### config.mk
export PLATFORM = sky130hd
export DESIGN_NAME = vrased_reset_ctrl
export DESIGN_NICKNAME = d
export VERILOG_FILES = /design/src/rtl/vrased_reset_ctrl.sv
export SDC_FILE = /design/constraint.sdc
export NUM_CORES = 1
export LEC_CHECK = 0
export ABC_AREA = 1
export CORE_UTILIZATION = 40
export DETAILED_ROUTE_END_ITERATION = 8
export DONT_BUFFER_PORTS = 1
export SLEW_MARGIN = 20
export SYNTH_ARGS = -nofsm -noshare
export SYNTH_HDL_FRONTEND = slang
export SYNTH_SLANG_ARGS = --single-unit
### constraint.sdc
create_clock -name clk -period 2.3 [get_ports clk]
set_clock_uncertainty 0.05 [all_clocks]
set_input_delay 0.23 -clock clk [delete_from_list [all_inputs] [get_ports clk]]
set_output_delay 0.23 -clock clk [all_outputs]
set_load 0.03 [all_outputs]
### src/rtl/vrased_reset_ctrl.sv
// Central reset sequencer for the VRASED monitors: latches a priority cause,
// stretches the core reset, and releases only on a clean fetch from the reset handler.
module vrased_reset_ctrl #(
    parameter int          NUM_SRC       = 4,
    parameter int          HOLD_CYCLES   = 16,
    parameter logic [15:0] RESET_HANDLER = 16'hFFFE
) (
    input  logic               clk,
    input  logic               rst_n,
    input  logic [NUM_SRC-1:0] viol,
    input  logic [15:0]        pc,
    input  logic               clr_cause,
    output logic               reset,
    output logic [NUM_SRC-1:0] cause,
    output logic [NUM_SRC-1:0] pending,
    output logic               cause_valid,
    output logic [7:0]         viol_count,
    output logic               busy
);

    typedef enum logic [1:0] {IDLE, HOLD, WAIT} state_t;

    localparam logic [7:0]         HOLD_LOAD = 8'(HOLD_CYCLES - 1);
    localparam logic [NUM_SRC-1:0] ONE       = NUM_SRC'(1);

    state_t             state;
    logic [7:0]         cnt;
    logic [NUM_SRC-1:0] first;
    logic               any_viol;

    // Isolate the lowest-index set bit: bit 0 has the highest priority.
    assign first    = viol & (~viol + ONE);
    assign any_viol = |viol;
    assign busy     = (state != IDLE);

    always_ff @(posedge clk) begin
        if (!rst_n) begin
            state       <= IDLE;
            reset       <= 1'b0;
            cause       <= '0;
            pending     <= '0;
            cause_valid <= 1'b0;
            viol_count  <= 8'd0;
            cnt         <= 8'd0;
        end else begin
            case (state)
                IDLE: begin
                    if (any_viol) begin
                        cause       <= first;
                        cause_valid <= 1'b1;
                        pending     <= pending | viol;
                        viol_count  <= (viol_count == 8'hFF) ? viol_count : viol_count + 8'd1;
                        cnt         <= HOLD_LOAD;
                        reset       <= 1'b1;
                        state       <= HOLD;
                    end else if (clr_cause) begin
                        cause       <= '0;
                        pending     <= '0;
                        cause_valid <= 1'b0;
                    end
                end
                HOLD: begin
                    reset   <= 1'b1;
                    pending <= pending | viol;
                    if (cnt == 8'd0)
                        state <= WAIT;
                    else
                        cnt <= cnt - 8'd1;
                end
                WAIT: begin
                    reset   <= 1'b1;
                    pending <= pending | viol;
                    // A fresh violation restarts the hold window without counting a new event.
                    if (any_viol) begin
                        cnt   <= HOLD_LOAD;
                        state <= HOLD;
                    end else if (pc == RESET_HANDLER) begin
                        reset <= 1'b0;
                        state <= IDLE;
                    end
                end
                default: state <= IDLE;
            endcase
        end
    end

endmodule

=== Word level (Yosys, flattened, before mapping) ===
Index checks and enable logic that the tools add are counted.

* Add/sub/neg operators: 3
* Reduce and logical (&&, ||, !) cells: 16
* Multiplexer cells: 18
* Bitwise gates (word level): 4
* Equality and inequality tests: 10

{| class="wikitable"
|+ Operators by type and width
! cell !! count
|-
| equality test 16 bit, second input constant || 1
|-
| two-way mux 8 bit || 2
|-
| one-hot mux 8 bit (2 select lines) || 1
|-
| two-way mux 4 bit || 3
|-
| AND reduction 3 bit || 3
|-
| adder 8 x 1 -> 8 bit, second input constant || 1
|-
| equality test 8 bit, second input constant || 1
|-
| logical NOT 8 bit || 1
|-
| two-way mux 2 bit || 4
|-
| one-hot mux 4 bit (2 select lines) || 1
|-
| nonzero test 2 bit || 4
|-
| subtractor 8 x 1 -> 8 bit, second input constant || 1
|-
| inequality test 2 bit, second input constant || 3
|-
| inequality test 3 bit, second input constant || 2
|-
| one-hot mux 2 bit (3 select lines) || 1
|-
| AND reduction 2 bit || 3
|-
| two-way mux 1 bit || 5
|-
| adder 4 x 1 -> 4 bit, second input constant || 1
|-
| AND 4 bit || 1
|-
| NOT 4 bit || 1
|-
| OR 4 bit || 1
|-
| OR reduction 2 bit || 2
|-
| OR reduction 4 bit || 1
|-
| one-hot mux 1 bit (3 select lines) || 1
|-
| 6 further kinds || 6
|}

* Input bits: 23
* Register bits: 28
* Word-level logic and storage cells: 58
* Output and inout port bits: 19

=== Longest topological paths before layout ===
* Word-level depth: 4
* Gate-level depth with buffers: 10
* Depth with buffers taken out: 9

=== Least setup slack after synthesis ===
Ideal clock, no wire load.

* Path kind: register to register
* Start point: register state[0]
* End point: register cnt[7]
* Path slack: 643 ps
* Required time: 2120 ps
* Stages on the path, launching flop included: 10
* Path buffers: 1
* Setup time: 130 ps
* Arrival time: 1477 ps
* Period minus slack after synthesis: 1657 ps
* Path through: dfxtp_1 inv_1 ha_1 inv_2 nand2_2 nand2_1 nand3_2 buf_6 a21oi_1 nor2_1

* Cells in the longest elaborated chain, start to end: 4
* Elaborated cells between the ends (all ways): 9
* Those cells by class: eq/ne (4); mux (1); reduce/logical (4)

{| class="wikitable"
|+ Ends and longest elaborated chain
! item !! RTL line !! RTL
|-
| from (decl) || 26 || <nowiki>state_t state;</nowiki>
|-
| from (signal assigned) || 38 || <nowiki>state <= IDLE;</nowiki>
|-
| from (signal assigned) || 55 || <nowiki>state <= HOLD;</nowiki>
|-
| from (signal assigned) || 66 || <nowiki>state <= WAIT;</nowiki>
|-
| equality test 2 bit / logical NOT 2 bit (equally long branches) || 46 || <nowiki>case (state)</nowiki>
|-
| OR reduction 2 bit (no source line) || n/a ||
|-
| inequality test 2 x 1 -> 1 bit (no source line) / nonzero test 2 bit (equally long branches) || n/a ||
|-
| AND reduction 3 bit (no source line) || n/a ||
|-
| to (signal assigned) || 68 || <nowiki>cnt <= cnt - 8'd1;</nowiki>
|-
| to (decl) || 27 || <nowiki>logic [7:0] cnt;</nowiki>
|}

Several ways; a longest one is shown, not always the timed one.
A chain may end at the register's enable or synchronous reset.

=== Final worst setup path ===
* Start point: register state[0]
* End point: register cnt[2]

The elaborated chain is that of the path after synthesis.

==> out/metrics.csv <==
metric,value,unit
outcome,"complete, no violations",
fillers,410,
Crit Path Max Fanout,11,
Mean Syn Cell Area,6.79,sq um
layout cell share with drive strength beyond 1,0.102,
Root Driver,clkbuf_8,
Least-Margin Pin Slew,0.533,ns
setup TNS,0,ns
fin crit period,2.03,ns
io pins,42,
Diodes inserted,0,
Syn Nets,261,
post-layout util,0.459,
port bufs,0,
total wire length,3.20,mm
Mapped Area,0.00156,sq mm
CTS sink cnt,28,
final hold vios,0,
placed inst area,0.00163,sq mm
post-synthesis register bit count,28,
RSZ-0062 raised after global routing,false,
Worst VDD drop,0.607,mV
Chip Width,64.5,um
Initial Util,0.420,
met3 wirelength from detailed routing,198,um
Syn Inst Count,230,
warnings from Yosys,0,
Num CTS Buffers,3,
gr ovfl total,0,
Post-Layout Inst Area,0.00170,sq mm
Skew-Pair Late Insertion Delay,0.27,ns
DR vias,1409,
count of pins over their slew limit,0,
Netlist cell types,26,
total track usage,0.166,
worst setup path class,reg -> reg,
Max-Slew Margin vs Limit,0.642,
nets,267,
metal2 WL,1.47,mm
MaxCap Viol Count,0,
first-pass GRT wire length,5.46,mm
period utilization,0.882,
Worst-path clk slew,0.09,ns
post-route ant nets,0,
CTS-repair resized insts,0,
DP HPWL,2.50,mm
Setup Buffers After CTS,0,
P&R area growth vs syn,9.13,%
Die Height,64.5,um
Max Clock Freq,0.493,GHz
endpoints failing setup,0,
crit end category,flip-flop,
Power Density,1000,mW/mm^2
DRC,0,
core area,0.00372,sq mm
via count of the first global-routing pass,1311,
routed vias/inst,4.98,
TritonRoute pass-1 iters,4,
WHS Path Cells,2,
CTS H-tree lvls,1,
initial antenna violation count,0,
Iteration-0 DRC Markers,69,
largest net degree at the start of global routing,17,
hold buffers post-CTS,0,
"Seq/Total Area, Yosys",0.359,
worst-case reg-to-reg path depth,9,
placer congestion estimate,0.793,
CP Launch Type,flip-flop,
row count,22,
Die ar.,0.00416,sq mm
DR top layer,met4,
static leakage,0.000719,uW
Design Power,1700,uW
TritonCTS clock tree,built,
arrival time at the worst endpoint,2.19,ns
worst endpoint required time,2.46,ns
wl on met1,1.51,mm
Worst Hold Class,in -> reg,
Wirelength per Cell,11.3,um
Longest Clk Path Bufs,2,
registers in the layout (all words and copies together) (netlist names):
name	count
pending	4
cause_valid	1
reset	1
state	2
cnt	8
cause	4
viol_count	8
stage by stage:
step           worst slack (ns)  cells  hold WS, ns
2_1_floorplan             0.643    230        0.324
3_3_place_gp              0.378    279        0.306
3_5_place_dp              0.286    279        0.307
4_1_cts                   0.261    283      0.00509
5_1_grt                  0.0569    283      0.00598
6_report                  0.271    283       0.0139
synth_stat cells:
cell	number	area [sq um]
dfxtp_1	28	561
a21oi_1	21	105
inv_4	1	6.26
a22oi_1	1	7.51
ha_1	8	100
inv_2	2	7.51
nand2_2	4	25.0
buf_6	1	11.3
xnor2_1	3	26.3
nor2_2	4	25.0
nand4_1	5	31.3
o31ai_1	1	7.51
a21oi_2	2	17.5
nand3b_1	1	7.51
xor2_1	3	26.3
o21ai_1	2	10.0
nor2_1	31	116
nand3_2	2	20.0
inv_1	28	105
buf_1	1	3.75
o21ai_2	1	8.76
o21ai_0	10	50.1
o211ai_1	2	15.0
nand2_1	57	214
nand3_1	10	50.1
clkbuf_1	1	3.75
report_power, final:
part,internal (uW),switching [uW],total [uW]
clock,233,150,383
sequential,572,145,717
combinational,198,406,604
cell type report:
type / instances / area [sq um] / share of cell area
clock inverter: 1 / 30.0 / 0.0176
clock buffer: 3 / 41.3 / 0.0242
multi-input combinational: 168 / 863 / 0.507
timing repair buffer: 4 / 30.0 / 0.0176
inverter: 31 / 119 / 0.0698
sequential: 28 / 561 / 0.329
tap: 48 / 60.1 / 0.0352
placed cells by master, fill, tap and decap left out, types with 3 or more instances in the layout:
cell / count
dfxtp_1: 28
xor2_1: 3
nor2_1: 31
inv_1: 28
xnor2_1: 3
nand4_1: 5
o21ai_0: 10
ha_1: 8
nand2_1: 57
clkbuf_8: 3
a21oi_1: 21
nand2_2: 4
nand3_1: 10
nor2_2: 4
buf_4: 4
logic make-up (layout without fill, tap and decap cells):
logic type,after synthesis,in the layout,share of synthesized area
xor+xnor,6,6,0.0337
flops,28,28,0.359
buf+inv,34,39,0.0881
fa+ha+maj,8,8,0.0641
compound gates,40,40,0.142
simple gates,114,114,0.313
routing by layer:
layer / GRT usage / up-vias
met2: 0.271 / 44
met4: 0.0417 / 0
li1: - / 745
met1: 0.214 / 618
met3: 0.0458 / 2
met5: 0 / -
worst paths after layout:
check | start | endpoint | slack, ns
hold / removal | rst_n | state[0]$_SDFFE_PN0P_ | 0.01
setup / recovery | state[0]$_SDFFE_PN0P_ | cnt[2]$_SDFFE_PN0P_ | 0.27
setup reg to reg | state[0]$_SDFFE_PN0P_ | cnt[2]$_SDFFE_PN0P_ | 0.27
hold reg to reg | cnt[0]$_SDFFE_PN0P_ | cnt[0]$_SDFFE_PN0P_ | 0.43
critical path: stages, from the launching register on:
cell and delay, ns:
dfxtp_1 0.40, inv_1 0.11, ha_1 0.29, inv_2 0.21
nand2_2 0.14, nand2_1 0.11, nand3_2 0.20, inv_1 0.21
o21ai_0 0.13, a21oi_2 0.12
Note: power is estimated with default switching activity, not from simulation.
